$ cat config.mk
export PLATFORM = sky130hd
export DESIGN_NAME = mux8_rr_arbiter
export DESIGN_NICKNAME = d
export VERILOG_FILES = /design/src/rtl/mux_arb_pkg.sv /design/src/rtl/mux8_rr_arbiter_rr_pick.sv /design/src/rtl/mux8_rr_arbiter.sv
export SDC_FILE = /design/constraint.sdc
export NUM_CORES = 1
export LEC_CHECK = 0
export CORE_ASPECT_RATIO = 2
export CORE_MARGIN = 2
export CORE_UTILIZATION = 40
export CTS_CLUSTER_DIAMETER = 30
export DETAILED_ROUTE_END_ITERATION = 12
export GPL_TIMING_DRIVEN = 0
export PLACE_DENSITY = 0.65
export SLEW_MARGIN = 20
export SYNTH_ARGS = -nofsm -noshare
export SYNTH_HDL_FRONTEND = slang
export SYNTH_SLANG_ARGS = --single-unit
$ cat constraint.sdc
create_clock -name clk -period 3.9 [get_ports clk]
set_input_delay 0.975 -clock clk [delete_from_list [all_inputs] [get_ports clk]]
set_output_delay 0.975 -clock clk [all_outputs]
set_load 0.01 [all_outputs]
$ cat src/rtl/mux_arb_pkg.sv
// Shared types and helpers for the mux81 round-robin arbiter.
package mux_arb_pkg;

    localparam int N_REQ = 8;
    localparam int SEL_W = 3;

    typedef enum logic {
        IDLE,
        GRANT
    } state_t;

    function automatic logic [SEL_W-1:0] oh2bin(input logic [N_REQ-1:0] oh);
        logic [SEL_W-1:0] idx;
        idx = '0;
        for (int i = 0; i < N_REQ; i++) begin
            if (oh[i]) begin
                idx = idx | SEL_W'(i);
            end
        end
        return idx;
    endfunction

endpackage

$ cat src/rtl/mux8_rr_arbiter_rr_pick.sv
// Combinational round-robin picker: first masked request after 'last'.
module rr_pick
    import mux_arb_pkg::*;
(
    input  logic [N_REQ-1:0] req,
    input  logic [SEL_W-1:0] last,
    input  logic [N_REQ-1:0] mask,
    output logic             any,
    output logic [N_REQ-1:0] win_oh,
    output logic [SEL_W-1:0] win_idx
);

    logic [N_REQ-1:0] cand;
    logic [SEL_W-1:0] idx;
    logic             found;

    always_comb begin
        cand    = req & mask;
        win_oh  = '0;
        win_idx = '0;
        found   = 1'b0;
        idx     = '0;
        // 3-bit addition wraps 7->0, so k=8 lands back on 'last' itself
        for (int k = 1; k <= N_REQ; k++) begin
            idx = last + SEL_W'(k);
            if (!found && cand[idx]) begin
                found       = 1'b1;
                win_oh[idx] = 1'b1;
                win_idx     = idx;
            end
        end
        any = found;
    end

endmodule

$ cat src/rtl/mux8_rr_arbiter.sv
// Round-robin owner arbiter driving mux81.sel for 8 requesters.
// Define ARB_TIMEOUT_EN to force rotation after HOLD_MAX held cycles.
module mux8_rr_arbiter
    import mux_arb_pkg::*;
#(
    parameter int HOLD_MAX = 16,
    parameter int CNT_W    = 5
) (
    input  logic             clk,
    input  logic             rst_n,
    input  logic [N_REQ-1:0] req,
    output logic [N_REQ-1:0] gnt,
    output logic [SEL_W-1:0] sel,
    output logic             gnt_valid,
    output logic             preempt
);

    if (2**CNT_W <= HOLD_MAX) begin : g_cfg_err
        $error("CNT_W too narrow for HOLD_MAX");
    end

    state_t           state, state_nx;
    logic [N_REQ-1:0] gnt_nx;
    logic [SEL_W-1:0] sel_nx;
    logic [SEL_W-1:0] last, last_nx;
    logic [N_REQ-1:0] mask;
    logic             any;
    logic [N_REQ-1:0] win_oh;
    logic [SEL_W-1:0] win_idx;
    logic             owner_req;
    logic             expire;

    // While granted, the owner is excluded so 'any' means "someone else waits"
    assign mask      = (state == GRANT) ? ~gnt : '1;
    assign owner_req = |(req & gnt);
    assign gnt_valid = |gnt;

    rr_pick u_pick (
        .req     (req),
        .last    (last),
        .mask    (mask),
        .any     (any),
        .win_oh  (win_oh),
        .win_idx (win_idx)
    );

`ifdef ARB_TIMEOUT_EN
    logic [CNT_W-1:0] hold_cnt;
    logic             hold;

    assign expire = (hold_cnt == CNT_W'(HOLD_MAX - 1)) && any;
    assign hold   = (state == GRANT) && owner_req && !expire;

    // Saturates at HOLD_MAX-1 so a late competitor still triggers rotation
    always_ff @(posedge clk or negedge rst_n) begin
        if (!rst_n) begin
            hold_cnt <= '0;
            preempt  <= 1'b0;
        end else begin
            preempt <= (state == GRANT) && owner_req && expire;
            if (!hold) begin
                hold_cnt <= '0;
            end else if (hold_cnt != CNT_W'(HOLD_MAX - 1)) begin
                hold_cnt <= hold_cnt + 1'b1;
            end
        end
    end
`else
    assign expire  = 1'b0;
    assign preempt = 1'b0;
`endif

    always_comb begin
        state_nx = state;
        gnt_nx   = gnt;
        sel_nx   = sel;
        last_nx  = last;
        unique case (state)
            IDLE: begin
                if (any) begin
                    state_nx = GRANT;
                    gnt_nx   = win_oh;
                    sel_nx   = win_idx;
                    last_nx  = win_idx;
                end
            end
            GRANT: begin
                if (owner_req && !expire) begin
                    gnt_nx = gnt;
                end else if (any) begin
                    gnt_nx  = win_oh;
                    sel_nx  = win_idx;
                    last_nx = win_idx;
                end else begin
                    state_nx = IDLE;
                    gnt_nx   = '0;
                end
            end
        endcase
    end

    always_ff @(posedge clk or negedge rst_n) begin
        if (!rst_n) begin
            state <= IDLE;
            gnt   <= '0;
            sel   <= '0;
            last  <= SEL_W'(N_REQ - 1);
        end else begin
            state <= state_nx;
            gnt   <= gnt_nx;
            sel   <= sel_nx;
            last  <= last_nx;
        end
    end

endmodule

==> results of run 1 <==
-- kinds of logic after synthesis --
logic type                 synth area share (%)
DFF                                        16.3
and+or+nand+nor                            20.4
muxes                                      19.2
AOI/OAI and AO/OA                          32.2
adders and majority gates                  3.22
other                                     0.161
buffers and inverters                      6.99
xor gates and xnor gates                   1.50
-- worst max-delay path, cell delays in order --
cell                              delay, ns
sky130_fd_sc_hd__clkdlybuf4s50_1       0.48
sky130_fd_sc_hd__a21boi_1              0.37
sky130_fd_sc_hd__mux2i_1               0.29
sky130_fd_sc_hd__mux4_2                0.59
sky130_fd_sc_hd__o21ai_4               0.20
sky130_fd_sc_hd__nor4_2                0.16
sky130_fd_sc_hd__a2111oi_1             0.48
sky130_fd_sc_hd__a21oi_1               0.11
sky130_fd_sc_hd__a31o_1                0.24
-- metal layers --
metal / vias up / part of all wire [%] / track usage, %
met5: - / 0 / 0
met4: 0 / 8.0 / 20.9
met3: 50 / 4.4 / 2.90
met2: 103 / 54 / 49.4
met1: 1161 / 34 / 28.5
li1: 1092 / - / -
-- cell usage in the layout (no fill, tap or decap), types with 4 or more instances in the layout --
master	count
sky130_fd_sc_hd__a21boi_1	6
sky130_fd_sc_hd__a21o_1	4
sky130_fd_sc_hd__a21oi_1	10
sky130_fd_sc_hd__a221o_1	4
sky130_fd_sc_hd__a22oi_1	6
sky130_fd_sc_hd__buf_4	7
sky130_fd_sc_hd__buf_6	7
sky130_fd_sc_hd__clkdlybuf4s50_1	21
sky130_fd_sc_hd__dfrtp_1	12
sky130_fd_sc_hd__ha_1	5
sky130_fd_sc_hd__inv_1	6
sky130_fd_sc_hd__mux2_2	5
sky130_fd_sc_hd__mux2i_1	14
sky130_fd_sc_hd__mux4_2	8
sky130_fd_sc_hd__nand2_1	35
sky130_fd_sc_hd__nand3_1	7
sky130_fd_sc_hd__nand4_1	6
sky130_fd_sc_hd__nor2_1	17
sky130_fd_sc_hd__nor4_1	4
sky130_fd_sc_hd__o211ai_1	6
sky130_fd_sc_hd__o21ai_0	9
-- flip-flops by register name, summed over array words and instances (netlist names) --
register  cells
sel           3
last          3
state         1
gnt           8
-- cell type report --
cell class,count,area (um^2),area share (%)
Tap cell,61,76.3,2.78
Inverter,9,37.5,1.37
Sequential cell,15,379,13.8
Multi-Input combinational cell,222,1810,65.9
Buffer,16,131,4.78
Clock buffer,4,78.8,2.87
Timing Repair Buffer,24,233,8.47
-- Yosys cell counts, drive strengths merged, types with 3 or more instances --
| cell | instances | area share [%] |
|---|---|---|
| nand2 | 36 | 5.9 |
| nor2 | 18 | 3.2 |
| mux2i | 14 | 6.0 |
| buf | 12 | 4.9 |
| dfrtp | 12 | 13 |
| o21ai | 12 | 3.1 |
| a21oi | 11 | 2.5 |
| mux4 | 9 | 8.9 |
| inv | 8 | 1.3 |
| mux2 | 8 | 4.4 |
| a21boi | 7 | 2.3 |
| a22oi | 7 | 2.5 |
| nand3 | 7 | 1.5 |
| o211ai | 7 | 2.5 |
| ha | 6 | 3.2 |
| nand4 | 6 | 1.6 |
| nor3 | 5 | 2.0 |
| nor4 | 5 | 1.6 |
| a21o | 4 | 1.3 |
| a221o | 4 | 1.7 |
| clkbuf | 4 | 0.64 |
| a221oi | 3 | 1.1 |
| a22o | 3 | 1.1 |
| a31oi | 3 | 0.81 |
| a32o | 3 | 1.3 |
| a41oi | 3 | 1.1 |
| dfstp | 3 | 3.4 |
| nand2b | 3 | 1.1 |
| o2111ai | 3 | 1.4 |
| o31ai | 3 | 0.97 |
-- path summary, 6_finish.rpt --
| check | end | depth (start not counted) |
|---|---|---|
| max in group asynchronous | gnt[0] | 1 |
| max | gnt[3] | 9 |
| min reg2reg | sel[2] | 1 |
| max reg2reg | gnt[3] | 12 |
| min in group asynchronous | sel[0] | 1 |
| min | sel[2] | 1 |
-- per-stage QoR --
stage                     TNS, ns  worst slack [ns]  std cells
after floorplan                 0             0.593        262
after global placement     -0.308           -0.0973        344
after detailed placement   -0.388            -0.100        344
after CTS                       0            0.0155        348
after global routing      -0.0481           -0.0481        351
final                           0             0.120        351
-- what timing repair did --
item,4_1_cts,5_1_grt
gates resized for setup,2,7
setup endpoints to repair,8,13
buffers inserted,0,3
pin swaps,0,1
==> flow_summary.yaml, run 1 <==
timing:
  clock.fmax_mhz: 265
  maxSlewHeadroom_pct: 35.5
  finalMaxSlewViolations: 0
  period_share_pct: 96.9
  tightestPinTransition_ns: 0.955
  timing_hold_violations_final: 0
  clock-skew-final_ns: 0.00155
  period_minus_slack_ns: 3.78
  number_of_endpoints_failing_setup_at_the_final_stage: 0
  holdWs_ns: 0.477
min_path:
  hold_class: "reg2reg"
  min-delay-start: "sel[2]"
layout:
  fraction_of_final_layout_cells_sized_beyond_drive_strength_1_pct: 22.4
  nNetsFinal: 307
  finalInstanceArea_um2: 2750
  synthesis_to_layout_area_growth_pct: 18.0
  antenna_cells_inserted: 0
  num-fill-cells: 573
  final_core_utilization_pct: 48.5
clocking:
  later_pin_clock_latency_in_the_skew_report_ns: 0.25
  cts_hold_buffers: 0
  ctsRootBufferMaster: "sky130_fd_sc_hd__clkbuf_16"
  cts.path.max_buffers: 2
  numCtsBuffers: 3
  clock_sinks: 15
  h-tree-depth: 1
  cts_tree: "done"
  clk_pin_slew_ns: 0.05
synth:
  synth.net_count: 278
  count_of_synthesis_stage_warnings_from_yosys: 0
  synth_edf_count: 0
  syn_avg_cell_area_um2: 8.89
  postSynth.asyncResetShare_pct: 100
  postSynthRegisterBits: 15
  synthDistinctLibCells: 74
  syn-instance-count: 262
  postSynth.topFlopCell: "sky130_fd_sc_hd__dfrtp_1"
  yosysSeqAreaShare_pct: 16.3
  synthesis.area_um2: 2330
detailed_routing:
  detailedRoute.firstPassIterationCount: 5
  detail_route.drc_violations: 0
  wirelength_mm: 8.67
  detailedRoute.firstIterationViolations: 187
  detail_route.vias_per_cell: 6.85
  final_antenna_net_count: 0
  count_of_vias_placed_by_the_detailed_router: 2406
  wire_per_inst_um: 24.7
floorplan:
  die_area_um2: 6480
  die_x_um: 58.0
  rows: 39
  start_util_pct: 41.1
  io_pins: 23
  core_area_um2: 5660
  dieHeight_um: 112
worst_setup_path:
  endpoint_kind: "register"
  reg2reg_setup_slack_ns: 0.12
  cp_data_arrival_time_ns: 3.91
  worstReg2RegStart: "last[0]"
  worstPathRequired_ns: 4.03
  worstPathMaxFanout: 8
  cp-startpoint: "req[2]"
  timing.setup.critical_path_class: "in2reg"
  startpoint_class: "input pin"
placement:
  post_dp_hpwl_mm: 6.97
  dpl_cell_area_um2: 2620
  port_buffers: 21
  place.gp.congestion: 0.989
grt:
  gr-total-overflow: 0
  vias_in_the_first_global_route: 2427
  largest_net_degree_at_the_start_of_global_routing: 16
  aggregate_global_route_resource_usage_pct: 27.9
  grt_antenna_before_repair: 0
  first_pass_grt_wire_length_mm: 13.5
run:
  drv.max_cap_violation_count: 0
run_status:
  outcome: "completed"
Power of run 1 is left out: the tool's default activity adds up to more than one toggle a clock period on the data nets, which glitch-free logic cannot reach.
==> inputs of run 2 (changes only) <==
--- a/config.mk
+++ b/config.mk
@@ -5,13 +5,15 @@
 export SDC_FILE = /design/constraint.sdc
 export NUM_CORES = 1
 export LEC_CHECK = 0
+export CELL_PAD_IN_SITES_DETAIL_PLACEMENT = 1
+export CELL_PAD_IN_SITES_GLOBAL_PLACEMENT = 1
 export CORE_ASPECT_RATIO = 2
 export CORE_MARGIN = 2
 export CORE_UTILIZATION = 40
 export CTS_CLUSTER_DIAMETER = 30
 export DETAILED_ROUTE_END_ITERATION = 12
 export GPL_TIMING_DRIVEN = 0
-export PLACE_DENSITY = 0.65
+export PLACE_DENSITY = 0.8
 export SLEW_MARGIN = 20
 export SYNTH_ARGS = -nofsm -noshare
 export SYNTH_HDL_FRONTEND = slang
==> constraint.sdc (replaced) <==
create_clock -name clk -period 4.6 [get_ports clk]
set_input_delay 1.15 -clock clk [delete_from_list [all_inputs] [get_ports clk]]
set_output_delay 1.15 -clock clk [all_outputs]
set_load 0.01 [all_outputs]
==> run 2 against run 1 <==
  * Via count is 1.9% higher
  * Cell count is 0.85% lower
  * Non-clock buffer count decreased by 3
  * Cell area is 2.0% lower
  * Routed wire length grew 5.2%
  * Critical path depth shrank 1
  * Clock skew grew 0.0046 ns
  * Sequential cell count is the same
  * Hold slack gained 0.0057 ns
  * Utilization down 0.95 points
  * Critical path type unchanged
  * Critical endpoint unchanged
  * Largest cell class unchanged
  * Highest routed layer unchanged
==> flow_summary.yaml, run 2 (synthesis results as in run 1) <==
run_status:
  outcome: "completed"
clocking:
  clock_sinks: 15
  numCtsBuffers: 3
  cts_repair_resize_count: 0
  h-tree-depth: 1
  cts.path.max_buffers: 2
  cts_hold_buffers: 0
  later_pin_clock_latency_in_the_skew_report_ns: 0.25
  ctsRootBufferMaster: "sky130_fd_sc_hd__clkbuf_16"
  postCtsSetupBuffers: 0
  clk_pin_slew_ns: 0.05
  cts_tree: "done"
grt:
  first_pass_grt_wire_length_mm: 14.3
  aggregate_global_route_resource_usage_pct: 29.4
  largest_net_degree_at_the_start_of_global_routing: 16
  grt_antenna_before_repair: 0
  vias_in_the_first_global_route: 2616
  gr-total-overflow: 0
worst_setup_path:
  critical_path.n_buffers_inverters: 1
  crit-reg2reg-capture: "gnt[3]"
  crit_chain: "clkdlybuf4s50_1, a21boi_1, mux2i_1, mux4_2, nor3b_2, nand4_1, o2111ai_1, a31o_1"
  timing.setup.critical_path_class: "in2reg"
  r2r.worst_path.cells: 11
  endpoint_kind: "register"
  slowest_stage: "sky130_fd_sc_hd__mux4_2"
  worst_path_dominant_cell_family: "compound AO/OA/AOI/OAI gates"
  worstPathMaxFanout: 6
  startpoint_class: "input pin"
  reg2reg_setup_slack_ns: 0.53
  cp_data_arrival_time_ns: 4.27
  worstPathRequired_ns: 4.78
  cp-startpoint: "req[2]"
  critical_path.max_stage_delay_ns: 0.57
  timing.critical_path.to: "gnt[3]"
  worstReg2RegStart: "last[0]"
  timing.critical_path.depth: 8
detailed_routing:
  detailedRoute.firstPassIterationCount: 6
  detail_route.vias_per_cell: 7.04
  met2WireLength_mm: 5.10
  final_antenna_net_count: 0
  detail_route.drc_violations: 0
  wire_per_inst_um: 26.2
  route.layer.met1.wl_mm: 2.98
  routed.top_layer: "met4"
  wirelength_mm: 9.12
  count_of_vias_placed_by_the_detailed_router: 2451
  met3WireLength_um: 365
  detailedRoute.firstIterationViolations: 141
layout:
  synthesis_to_layout_area_growth_pct: 15.7
  registers.top_by_ff_count: "gnt"
  layout_common_cells: "sky130_fd_sc_hd__nand2_1 (35), sky130_fd_sc_hd__clkdlybuf4s50_1 (21), sky130_fd_sc_hd__nor2_1 (17), sky130_fd_sc_hd__mux2i_1 (14), sky130_fd_sc_hd__dfrtp_1 (12)"
  num-fill-cells: 683
  seqCellArea_um2: 379
  largest_registers: "gnt (8), last (3), sel (3)"
  largest_register_ff_count: 8
  multiInputGateArea_um2: 1790
  nNetsFinal: 304
  antenna_cells_inserted: 0
  commonest_non_fill_non_tap_cell_in_the_layout: "sky130_fd_sc_hd__nand2_1"
  fraction_of_final_layout_cells_sized_beyond_drive_strength_1_pct: 19.5
timing:
  rsz0062_at_grt: "no"
  maxSlewHeadroom_pct: 35.0
  tightestPinTransition_ns: 0.962
  period_minus_slack_ns: 4.09
  totalNegativeSetupSlack_ns: 0
  number_of_endpoints_failing_setup_at_the_final_stage: 0
  clock-skew-final_ns: 0.00618
  clock.fmax_mhz: 244
  timing_hold_violations_final: 0
  period_share_pct: 89.0
  finalMaxSlewViolations: 0
floorplan:
  rows: 39
  io_pins: 23
  die_area_um2: 6480
  die_x_um: 58.0
  dieHeight_um: 112
  start_util_pct: 41.1
  core_area_um2: 5660
min_path:
  hold_class: "reg2reg"
run:
  drv.max_cap_violation_count: 0
placement:
  place.gp.congestion: 1.03
  post_dp_hpwl_mm: 7.45
  port_buffers: 21
run 2: worst min-delay path by stage:
stage	startpoint	to	slack [ns]	cells after the start
detailed placement	sel[2]	sel[2]	0.47	1
global placement	sel[0]	sel[0]	0.46	2
global route	sel[2]	sel[2]	0.50	1
CTS	sel[2]	sel[2]	0.49	1
floorplan	sel[0]	sel[0]	0.51	2
finish	sel[2]	sel[2]	0.48	1
run 2: layer usage:
metal / global-route usage [%] / up-vias
met5: 0 / -
met4: 18.9 / 0
met3: 2.90 / 44
met2: 53.8 / 104
met1: 30.1 / 1212
li1: - / 1091
run 2: worst reg2reg max path: stages (launching register included):
cell	delay, ns
sky130_fd_sc_hd__dfstp_2	0.53
sky130_fd_sc_hd__buf_4	0.17
sky130_fd_sc_hd__inv_2	0.11
sky130_fd_sc_hd__buf_6	0.17
sky130_fd_sc_hd__clkbuf_1	0.27
sky130_fd_sc_hd__ha_1	0.37
sky130_fd_sc_hd__xnor2_1	0.56
sky130_fd_sc_hd__mux4_2	0.39
sky130_fd_sc_hd__nor3b_2	0.40
sky130_fd_sc_hd__nand4_1	0.38
sky130_fd_sc_hd__o2111ai_1	0.45
sky130_fd_sc_hd__a31o_1	0.19
run 2: area by class of cell:
class / count / share of cell area [%]
buffer: 16 / 4.78
inverter: 9 / 1.25
multi-input combinational: 222 / 66.3
tap: 61 / 2.83
timing repair buffer: 21 / 7.80
sequential: 15 / 14.1
clock buffer: 4 / 2.93
run 2: through the flow:
| stage | std cells | hold slack [ns] | cell area, um^2 | utilization, % | setup WS [ns] |
|---|---|---|---|---|---|
| 2_1_floorplan | 262 | 0.509 | 2330 | - | 1.29 |
| 3_3_place_gp | 344 | 0.460 | 2620 | 46.2 | 0.467 |
| 3_5_place_dp | 344 | 0.473 | 2620 | 46.2 | 0.377 |
| 4_1_cts | 348 | 0.485 | 2690 | 47.6 | 0.595 |
| 5_1_grt | 348 | 0.503 | 2690 | 47.6 | 0.308 |
| 6_report | 348 | 0.483 | 2690 | 47.6 | 0.507 |
Power of run 2 is left out for the same reason.
